==> src/rtl/disp_pkg.sv <==
// Shared types and constants for the 7-segment display write path.
package disp_pkg;
  localparam int CODE_W    = 5;
  localparam int SLOT_W    = 2;
  localparam int NUM_SLOTS = 4;

  localparam logic [CODE_W-1:0] CODE_BLANK = 5'h10;
  localparam logic [7:0]        CTRL_IDLE  = 8'hFF;

  typedef enum logic [2:0] {IDLE, EVAL, SETUP, STROBE, HOLD, DONE} state_e;

  typedef logic [CODE_W-1:0] code_t;
  typedef logic [NUM_SLOTS-1:0][CODE_W-1:0] code_vec_t;

  function automatic logic [7:0] ctrl_word(input logic strobe_n, input logic [SLOT_W-1:0] slot,
                                           input code_t code);
    return {strobe_n, slot, code};
  endfunction
endpackage

==> src/rtl/disp_code_encoder.sv <==
// Combinational hex value to per-slot display codes, with optional leading-zero blanking.
module disp_code_encoder
  import disp_pkg::*;
(
  input  logic [15:0] in_value,
  input  logic        in_blank_lz,
  output code_vec_t   codes
);
  logic       zero_run;
  logic [3:0] nib;

  always_comb begin
    codes    = '0;
    zero_run = in_blank_lz;
    nib      = '0;
    for (int k = 0; k < NUM_SLOTS; k++) begin
      nib      = in_value[15-4*k -: 4];
      zero_run = zero_run & (nib == 4'h0);
      // The rightmost slot always shows a digit so zero never renders as all blank.
      if (zero_run && (k < NUM_SLOTS - 1)) codes[k] = CODE_BLANK;
      else                                 codes[k] = {1'b0, nib};
    end
  end
endmodule

==> src/rtl/disp_update_sequencer.sv <==
// Sequences one strobed ctrl write per changed display slot; a shadow of written codes skips unchanged slots.
module disp_update_sequencer
  import disp_pkg::*;
#(
  parameter int STROBE_CYCLES = 2
) (
  input  logic        clk,
  input  logic        rst,
  input  logic        in_valid,
  output logic        in_ready,
  input  logic [15:0] in_value,
  input  logic        in_blank_lz,
  input  logic        in_force,
  output logic [7:0]  ctrl,
  output logic        busy,
  output logic        done
);
  localparam int CNT_W = $clog2(STROBE_CYCLES + 1);

  state_e              state_q, state_d;
  logic [SLOT_W-1:0]   digit_q, digit_d;
  logic [CNT_W-1:0]    cnt_q, cnt_d;
  code_vec_t           code_q, code_d;
  code_vec_t           shadow_q, shadow_d;
  logic                force_q, force_d;
  logic                shadow_inv_q, shadow_inv_d;
  logic [7:0]          ctrl_q, ctrl_d;
  code_vec_t           enc_codes;
  logic                last_digit;

  disp_code_encoder u_enc (
    .in_value   (in_value),
    .in_blank_lz(in_blank_lz),
    .codes      (enc_codes)
  );

  assign in_ready   = (state_q == IDLE) && !rst;
  assign busy       = (state_q != IDLE);
  assign done       = (state_q == DONE);
  assign ctrl       = ctrl_q;
  assign last_digit = (digit_q == SLOT_W'(NUM_SLOTS - 1));

  // ctrl_d tracks the state being entered so the registered ctrl lines up with state_q.
  always_comb begin
    state_d      = state_q;
    digit_d      = digit_q;
    cnt_d        = cnt_q;
    code_d       = code_q;
    shadow_d     = shadow_q;
    force_d      = force_q;
    shadow_inv_d = shadow_inv_q;
    ctrl_d       = CTRL_IDLE;
    case (state_q)
      IDLE: begin
        if (in_valid && in_ready) begin
          code_d  = enc_codes;
          force_d = in_force;
          digit_d = '0;
          state_d = EVAL;
        end
      end
      EVAL: begin
        if (force_q || shadow_inv_q || (code_q[digit_q] != shadow_q[digit_q])) begin
          state_d = SETUP;
          ctrl_d  = ctrl_word(1'b1, digit_q, code_q[digit_q]);
        end else if (last_digit) begin
          state_d = DONE;
        end else begin
          digit_d = digit_q + 2'd1;
        end
      end
      SETUP: begin
        state_d = STROBE;
        cnt_d   = CNT_W'(STROBE_CYCLES);
        ctrl_d  = ctrl_word(1'b0, digit_q, code_q[digit_q]);
      end
      STROBE: begin
        if (cnt_q == CNT_W'(1)) begin
          state_d = HOLD;
          ctrl_d  = ctrl_word(1'b1, digit_q, code_q[digit_q]);
        end else begin
          cnt_d  = cnt_q - CNT_W'(1);
          ctrl_d = ctrl_word(1'b0, digit_q, code_q[digit_q]);
        end
      end
      HOLD: begin
        shadow_d[digit_q] = code_q[digit_q];
        if (last_digit) begin
          state_d = DONE;
        end else begin
          digit_d = digit_q + 2'd1;
          state_d = EVAL;
        end
      end
      DONE: begin
        shadow_inv_d = 1'b0;
        state_d      = IDLE;
      end
      default: state_d = IDLE;
    endcase
  end

  always_ff @(posedge clk) begin
    if (rst) begin
      state_q      <= IDLE;
      digit_q      <= '0;
      cnt_q        <= '0;
      code_q       <= {NUM_SLOTS{CODE_BLANK}};
      shadow_q     <= {NUM_SLOTS{CODE_BLANK}};
      force_q      <= 1'b0;
      shadow_inv_q <= 1'b1;
      ctrl_q       <= CTRL_IDLE;
    end else begin
      state_q      <= state_d;
      digit_q      <= digit_d;
      cnt_q        <= cnt_d;
      code_q       <= code_d;
      shadow_q     <= shadow_d;
      force_q      <= force_d;
      shadow_inv_q <= shadow_inv_d;
      ctrl_q       <= ctrl_d;
    end
  end
endmodule

==> config.mk <==
export PLATFORM = sky130hd
export DESIGN_NAME = disp_update_sequencer
export DESIGN_NICKNAME = d
export VERILOG_FILES = /design/src/rtl/disp_pkg.sv /design/src/rtl/disp_code_encoder.sv /design/src/rtl/disp_update_sequencer.sv
export SDC_FILE = /design/constraint.sdc
export NUM_CORES = 1
export LEC_CHECK = 0
export CAP_MARGIN = 20
export CORE_MARGIN = 8
export CORE_UTILIZATION = 49
export DETAILED_ROUTE_END_ITERATION = 8
export HOLD_SLACK_MARGIN = 0.03
export PLACE_DENSITY = 0.83
export REMOVE_ABC_BUFFERS = 1
export SLEW_MARGIN = 20
export SYNTH_ARGS = -nofsm -noshare
export SYNTH_HDL_FRONTEND = slang
export SYNTH_SLANG_ARGS = --single-unit
==> constraint.sdc <==
create_clock -name clk -period 2.3 [get_ports clk]
set_clock_uncertainty 0.15 [all_clocks]
set_input_delay 0.345 -clock clk [delete_from_list [all_inputs] [get_ports clk]]
set_output_delay 0.345 -clock clk [all_outputs]
set_load 0.01 [all_outputs]
==> impl_metrics.csv, run 1 <==
group,metric,value,unit
sta,clock.fmax,447,MHz
sta,timing_worst_slew_pin_value,0.523,ns
layout,layout.cell_area.non_filler,3230,um^2
detailed_routing,routed_wirelength,5.82,mm
global_route,track_usage,16.7,%
power_and_ir_drop,ir_drop_worst_vdd,0.000372,V
logic_synthesis,synthesis.area,2570,um^2
clock_network,cts_setup_buffers,0,
clock_network,worst_setup_hold_path_clk_slew,0.06,ns
detailed_routing,drt_iter0_markers,162,
logic_synthesis,synth_largest_type_area_fraction,44.3,%
critical_path,critPathMaxStageDelay,0.52,ns
sta,final_hold_violating_endpoints,0,
sta,slew_headroom,64.8,%
logic_synthesis,yosys_warnings,0,
logic_synthesis,synth_common_cells,"sky130_fd_sc_hd__dfxtp_1 (57), sky130_fd_sc_hd__nand2_1 (39), sky130_fd_sc_hd__nor2_1 (31), sky130_fd_sc_hd__a21oi_1 (22), sky130_fd_sc_hd__mux2i_1 (17)",
global_route,grt_start_max_net_pins,28,
detailed_routing,detail_route.drc_violations,0,
die,floorplan.core_area,5070,um^2
critical_path,crit_arrival,2.31,ns
die,fp.dieArea,7830,um^2
critical_path,critical_path.reg2reg.endpoint,"ctrl[2]$_SDFF_PP1_",
detailed_routing,ant_nets,0,
die,floorplan.io_pins,32,
global_route,global_route.overflow_total,0,
min_path,worstHoldPathType,"flip-flop to flip-flop",
logic_synthesis,synth_area_per_cell,9.53,um^2
critical_path,path_max_fanout,7,
layout,areaGrowthSynthToFinish,25.6,%
sta,timing_max_transition_violations_final,0,
layout,number_of_antenna_repair_diodes,0,
place,dp.final_hpwl,4.28,mm
critical_path,timing.critical_path.cells,"buf_6, mux4_2, xnor2_1, and4_1, and4b_4, or3_1",
critical_path,path_depth,6,
place,finalWeightedCongestion,0.836,
die,start_util,50.7,%
layout,final_cells,389,
critical_path,worstSetupStartpoint,"digit_q[0]$_SDFFE_PP0P_",
sta,final_min_period_over_clock_period,97.4,%
clock_network,tritoncts,"done",
detailed_routing,route.detailed.vias_per_inst,5.43,
place,dp.cells,373,
logic_synthesis,synth_top_flop_cell,"sky130_fd_sc_hd__dfxtp_1",
critical_path,ff2ff_setup_slack,0.06,ns
place,placedInstanceArea,3060,um^2
clock_network,cts_made_buffers,9,
sta,final_critical_delay_including_setup_and_external_delays,2.24,ns
critical_path,cp-start-kind,"flip-flop",
global_route,grt_first_pass_wirelength,9.85,mm
die,die_width,88.5,um
layout,post-route-util,63.7,%
logic_synthesis,synth.most_common_cell,"sky130_fd_sc_hd__dfxtp_1",
clock_network,clk-insertion-delay-late,0.34,ns
clock_network,depth_of_the_cts_h_tree,3,
layout,layout-drive-gt1-share,16.9,%
logic_synthesis,synth.yosys.seq_area_share,44.3,%
detailed_routing,avgRoutedWirePerCell,15.0,um
critical_path,r2r-start,"digit_q[0]$_SDFFE_PP0P_",
clock_network,clock_sinks,57,
detailed_routing,detail_route.first_pass.iterations,4,
critical_path,slowest_stage,"sky130_fd_sc_hd__mux4_2",
critical_path,path_class,"flip-flop to flip-flop",
critical_path,cp_data_required_time,2.37,ns
logic_synthesis,synth_edf_count,0,
critical_path,worst_path_dominant_cell_family,"simple AND/OR/NAND/NOR gates",
logic_synthesis,ys_ff_latch,57,
layout,num-nets-final,340,
critical_path,rr_worst_depth,6,
global_route,grt_pass1_vias,2068,
clock_network,ctsRootBufferMaster,"sky130_fd_sc_hd__clkbuf_8",
logic_synthesis,synth-async-reset-ratio,0,%
critical_path,crit_path_end_kind,"flip-flop",
critical_path,critical_path_buffer_and_inverter_count,1,
job,cap_viol_max_count,0,
sta,finalSetupViolCount,0,
detailed_routing,vias,2114,
power_and_ir_drop,leakage_power,1.25,nW
place,place.port_buffers,31,
die,fp.dieH,88.5,um
power_and_ir_drop,power_density,711,nW/um^2
logic_synthesis,post_synth_inst_count,270,
clock_network,clockBufferDepth,2,
global_route,antenna_found_initial,0,
logic_synthesis,synth_cell_type_count,36,
logic_synthesis,synth_top_cells_by_area,"sky130_fd_sc_hd__dfxtp_1 (44%), sky130_fd_sc_hd__mux4_1 (10%), sky130_fd_sc_hd__mux2i_1 (6.6%), sky130_fd_sc_hd__nand2_1 (5.7%), sky130_fd_sc_hd__nor2_1 (4.5%)",
critical_path,worstSetupEndpoint,"ctrl[2]$_SDFF_PP1_",
logic_synthesis,synth_largest_area_cell,"sky130_fd_sc_hd__dfxtp_1",
die,floorplan.rows,26,
run_status,result_of_the_run,"completed",
[per-stage QoR]
| stage | total power (W) | TNS, ns | hold slack (ns) | setup WS [ns] |
|---|---|---|---|---|
| floorplan | 0.00129 | -4.03 | 0.264 | -0.232 |
| global placement | 0.00148 | 0 | 0.285 | 0.0713 |
| detailed placement | 0.00150 | 0 | 0.292 | 0.00393 |
| CTS | 0.00231 | 0 | 0.305 | 0.00120 |
| global route | 0.00242 | -0.0218 | 0.319 | -0.00901 |
| finish | 0.00230 | 0 | 0.301 | 0.0609 |
[worst min-delay path: stages (launching register included)]
cell                      delay, ns
sky130_fd_sc_hd__dfxtp_1       0.30
sky130_fd_sc_hd__nand2_1       0.05
sky130_fd_sc_hd__a21oi_1       0.05
[cells in the final DEF (no fill, tap or decap), drive strengths merged, types with 2 or more instances in the layout]
cell type | Yosys | routed
dfxtp | 57 | 57
xnor2 | 3 | 3
o21bai | 3 | 3
mux4 | 10 | 10
nor4 | 3 | 3
mux2i | 17 | 17
buf | 4 | 21
clkdlybuf4s50 | 0 | 31
mux2 | 2 | 2
nand2 | 39 | 39
nor3 | 6 | 6
ha | 5 | 5
clkbuf | 15 | 13
a21o | 3 | 3
xor2 | 2 | 2
nand3 | 3 | 3
or3 | 9 | 9
a211o | 5 | 5
inv | 6 | 6
a21oi | 22 | 22
and3 | 4 | 4
o21ai | 2 | 2
clkinv | 0 | 3
nor2b | 7 | 7
nor2 | 32 | 32
a31oi | 3 | 3
[repair_timing]
action	4_1_cts	5_1_grt
hold endpoints to repair	0	0
cloned	0	0
resized for setup	4	10
endpoints found under the setup margin	4	8
pin swaps	0	0
hold buffers	0	0
[flip-flops by register name, summed over array words and instances, names as in the netlist]
register,flops
cnt_q,2
force_q,1
shadow_q,20
code_q,20
digit_q,2
shadow_inv_q,1
ctrl,8
state_q,3
[where the power goes]
part           switching, W  leakage (nW)  internal, W
clock              0.000370        0.0932     0.000444
sequential        0.0000316         0.465      0.00105
combinational      0.000196         0.690     0.000204
[layer usage]
metal,routed length [um],GRT usage [%]
met5,0,0
met4,170,9.52
met3,460,6.22
met2,2680,25.5
met1,2510,19.7
[cell families (layout without fill, tap and decap cells)]
| family | after synthesis | count (layout) | synth area share [%] |
|---|---|---|---|
| XOR/XNOR | 5 | 5 | 1.70 |
| adder cells (fa/ha/maj) | 5 | 5 | 2.43 |
| AND/OR/NAND/NOR | 107 | 107 | 19.3 |
| AO/OA/AOI/OAI | 42 | 42 | 10.2 |
| multiplexers | 29 | 29 | 17.7 |
| buffers and inverters | 25 | 74 | 4.28 |
| flip-flops | 57 | 57 | 44.3 |
[how the worst min path moves through the flow]
| stage | startpoint | end | slack, ns | depth (start not counted) |
|---|---|---|---|---|
| 6_report | code_q[10]$_SDFFE_PP0P_ | code_q[10]$_SDFFE_PP0P_ | 0.30 | 2 |
| 5_1_grt | code_q[10]$_SDFFE_PP0P_ | code_q[10]$_SDFFE_PP0P_ | 0.32 | 2 |
| 4_1_cts | shadow_inv_q$_SDFFE_PP1P_ | shadow_inv_q$_SDFFE_PP1P_ | 0.31 | 1 |
| 3_5_place_dp | shadow_inv_q$_SDFFE_PP1P_ | shadow_inv_q$_SDFFE_PP1P_ | 0.29 | 1 |
| 3_3_place_gp | shadow_inv_q$_SDFFE_PP1P_ | shadow_inv_q$_SDFFE_PP1P_ | 0.29 | 1 |
| 2_1_floorplan | rst | code_q[0]$_SDFFE_PP0P_ | 0.26 | 1 |
[area by class of cell]
| cell class | instances | area, um^2 |
|---|---|---|
| Clock inverter | 3 | 15.0 |
| Multi-Input combinational cell | 188 | 1320 |
| Sequential cell | 57 | 1140 |
| Fill cell | 416 | 1840 |
| Tap cell | 70 | 87.6 |
| Timing Repair Buffer | 52 | 488 |
| Clock buffer | 13 | 159 |
| Inverter | 6 | 22.5 |
No activity file was read; power rests on OpenSTA's default activity.
==> inputs of run 2 (changes only) <==
--- a/config.mk
+++ b/config.mk
@@ -7,10 +7,12 @@
 export LEC_CHECK = 0
 export CAP_MARGIN = 20
 export CORE_MARGIN = 8
-export CORE_UTILIZATION = 49
+export CORE_UTILIZATION = 52
+export CTS_BUF_LIST = sky130_fd_sc_hd__clkbuf_2 sky130_fd_sc_hd__clkbuf_4 sky130_fd_sc_hd__clkbuf_8
+export CTS_CLUSTER_DIAMETER = 40
 export DETAILED_ROUTE_END_ITERATION = 8
 export HOLD_SLACK_MARGIN = 0.03
-export PLACE_DENSITY = 0.83
+export PLACE_DENSITY = 0.86
 export REMOVE_ABC_BUFFERS = 1
 export SLEW_MARGIN = 20
 export SYNTH_ARGS = -nofsm -noshare
==> impl_metrics.csv, run 2 (synthesized netlist as in run 1, its figures left out) <==
group,metric,value,unit
run_status,result_of_the_run,"completed",
sta,timing_worst_slew_pin_value,0.494,ns
sta,finalSetupViolCount,0,
clock_network,tritoncts,"done",
sta,timing_max_transition_violations_final,0,
layout,layout_common_cells,"sky130_fd_sc_hd__dfxtp_1 (56), sky130_fd_sc_hd__nand2_1 (39), sky130_fd_sc_hd__nor2_1 (31), sky130_fd_sc_hd__clkdlybuf4s50_1 (31), sky130_fd_sc_hd__a21oi_1 (22)",
detailed_routing,avgRoutedWirePerCell,14.7,um
layout,most_common_cell_after_layout_fill_and_taps_aside,"sky130_fd_sc_hd__dfxtp_1",
job,cap_viol_max_count,0,
critical_path,worst_path_dominant_cell_family,"simple AND/OR/NAND/NOR gates",
global_route,grt_pass1_vias,2121,
power_and_ir_drop,power.share.combinational,17.1,%
global_route,global_route.overflow_total,0,
detailed_routing,route.detailed.vias_per_inst,5.48,
place,dp.cells,367,
sta,slew_headroom,66.7,%
clock_network,clockBufferDepth,2,
critical_path,crit_arrival,2.29,ns
die,floorplan.io_pins,32,
die,die_width,86.4,um
detailed_routing,detail_route.drc_violations,0,
critical_path,cp_data_required_time,2.37,ns
place,dp.final_hpwl,4.05,mm
critical_path,slowest_stage,"sky130_fd_sc_hd__mux4_2",
min_path,min_path_cells,2,
critical_path,path_class,"flip-flop to flip-flop",
clock_network,cts_made_buffers,9,
power_and_ir_drop,ir_drop_worst_vdd,0.000438,V
power_and_ir_drop,switching_power,0.000596,W
critical_path,rr_worst_depth,6,
die,fp.dieH,86.4,um
layout,final_cells,385,
layout,layout-drive-gt1-share,16.4,%
layout,number_of_antenna_repair_diodes,0,
detailed_routing,routed_wirelength,5.66,mm
critical_path,crit_path_end_kind,"flip-flop",
clock_network,clock_sinks,57,
clock_network,ctsRootBufferMaster,"sky130_fd_sc_hd__clkbuf_8",
critical_path,timing.critical_path.cells,"buf_6, mux4_2, xnor2_1, and4_4, and4b_4, or3_1",
critical_path,path_max_fanout,7,
place,finalWeightedCongestion,0.892,
power_and_ir_drop,sequentialPowerShare,46.7,%
min_path,worstHoldPathType,"flip-flop to flip-flop",
die,start_util,54.1,%
critical_path,ff2ff_setup_slack,0.08,ns
detailed_routing,drt_iter0_markers,113,
layout,num-nets-final,339,
global_route,grt_start_max_net_pins,40,
clock_network,worst_setup_hold_path_clk_slew,0.06,ns
layout,areaGrowthSynthToFinish,25.6,%
power_and_ir_drop,internal_power,0.00172,W
critical_path,critPathMaxStageDelay,0.51,ns
clock_network,depth_of_the_cts_h_tree,3,
critical_path,path_depth,6,
layout,multiInputGateArea,1320,um^2
layout,final-seq-area,1140,um^2
layout,post-route-util,68.0,%
power_and_ir_drop,leakage_power,1.26,nW
die,floorplan.rows,25,
sta,rsz0062_at_grt,"no",
detailed_routing,detail_route.first_pass.iterations,4,
die,fp.dieArea,7460,um^2
detailed_routing,vias,2109,
global_route,antenna_found_initial,0,
critical_path,critical_path_buffer_and_inverter_count,1,
sta,final_hold_violating_endpoints,0,
place,place.port_buffers,31,
power_and_ir_drop,power_density,716,nW/um^2
sta,final_critical_delay_including_setup_and_external_delays,2.22,ns
global_route,grt_first_pass_wirelength,9.49,mm
clock_network,clk-insertion-delay-late,0.34,ns
global_route,track_usage,16.3,%
sta,clock.fmax,450,MHz
power_and_ir_drop,power.share.switching,25.8,%
die,floorplan.core_area,4750,um^2
layout,final.fill_count,386,
sta,final_min_period_over_clock_period,96.5,%
critical_path,cp-start-kind,"flip-flop",
power_and_ir_drop,pwr-share-clk,36.2,%
detailed_routing,ant_nets,0,
## run 2: changes by cell type in the layout (fill, tap and decap cells not counted)
cell                       before  now
sky130_fd_sc_hd__and4_4         0    1
sky130_fd_sc_hd__mux4_2         8    5
sky130_fd_sc_hd__clkbuf_4       0    2
sky130_fd_sc_hd__dfxtp_4        0    1
sky130_fd_sc_hd__xor2_1         0    1
sky130_fd_sc_hd__mux4_1         2    5
sky130_fd_sc_hd__dfxtp_2        1    0
sky130_fd_sc_hd__clkbuf_1       2    0
sky130_fd_sc_hd__xor2_2         2    1
sky130_fd_sc_hd__buf_6          2    1
sky130_fd_sc_hd__and4_1         1    0
## run 2: power by group through the flow
stage | logic [W] | registers [W] | clock network [W]
final | 0.000396 | 0.00108 | 0.000839
after detailed placement | 0.000385 | 0.00110 | 0
after floorplan | 0.000174 | 0.00112 | 0
after CTS | 0.000389 | 0.00108 | 0.000861
after global routing | 0.000436 | 0.00109 | 0.000894
after global placement | 0.000377 | 0.00110 | 0
## run 2: layer usage
metal	routed length [um]	share of wire (%)	vias to the layer above	global-route usage, %
li1	-	-	1028	-
met1	2370	42	993	18.0
met2	2750	49	75	26.9
met3	389	6.9	13	6.14
met4	150	2.6	0	8.14
met5	0	0	-	0
## run 2: area by class of cell
cell class / instances / area share (%)
Inverter: 6 / 0.697
Clock inverter: 3 / 0.464
Sequential cell: 57 / 35.4
Clock buffer: 13 / 5.15
Tap cell: 67 / 2.59
Timing Repair Buffer: 51 / 14.7
Multi-Input combinational cell: 188 / 40.9
## run 2: final timing paths
kind	startpoint	endpoint
min	code_q[1]$_SDFFE_PP0P_	code_q[1]$_SDFFE_PP0P_
min reg2reg	code_q[1]$_SDFFE_PP0P_	code_q[1]$_SDFFE_PP0P_
max	digit_q[0]$_SDFFE_PP0P_	ctrl[3]$_SDFF_PP1_
max reg2reg	digit_q[0]$_SDFFE_PP0P_	ctrl[3]$_SDFF_PP1_
## run 2: per-stage QoR
stage / power (W) / area [um^2] / hold WS (ns) / TNS, ns / worst slack [ns]
finish: 0.00232 / 3230 / 0.311 / 0 / 0.0799
global route: 0.00242 / 3230 / 0.335 / 0 / 0.0151
CTS: 0.00233 / 3230 / 0.309 / 0 / 0.00828
detailed placement: 0.00149 / 3030 / 0.300 / -1.78 / -0.234
global placement: 0.00148 / 3030 / 0.286 / -1.56 / -0.200
floorplan: 0.00129 / 2490 / 0.264 / -4.03 / -0.232
## run 2: repair_timing
| item | in CTS | in global routing |
|---|---|---|
| setup endpoints to repair | 11 | 8 |
| resized for setup | 3 | 11 |
| endpoints found under the hold margin | 0 | 0 |
| hold buffers | 0 | 0 |
| buffers inserted | 0 | 2 |
| pin swaps | 0 | 3 |
## run 2: worst reg2reg max path, stage by stage, from the launching register on
cell and delay (ns):
sky130_fd_sc_hd__dfxtp_4 0.40, sky130_fd_sc_hd__buf_6 0.14, sky130_fd_sc_hd__mux4_2 0.51, sky130_fd_sc_hd__xnor2_1 0.14, sky130_fd_sc_hd__and4_4 0.19, sky130_fd_sc_hd__and4b_4 0.22, sky130_fd_sc_hd__or3_1 0.34
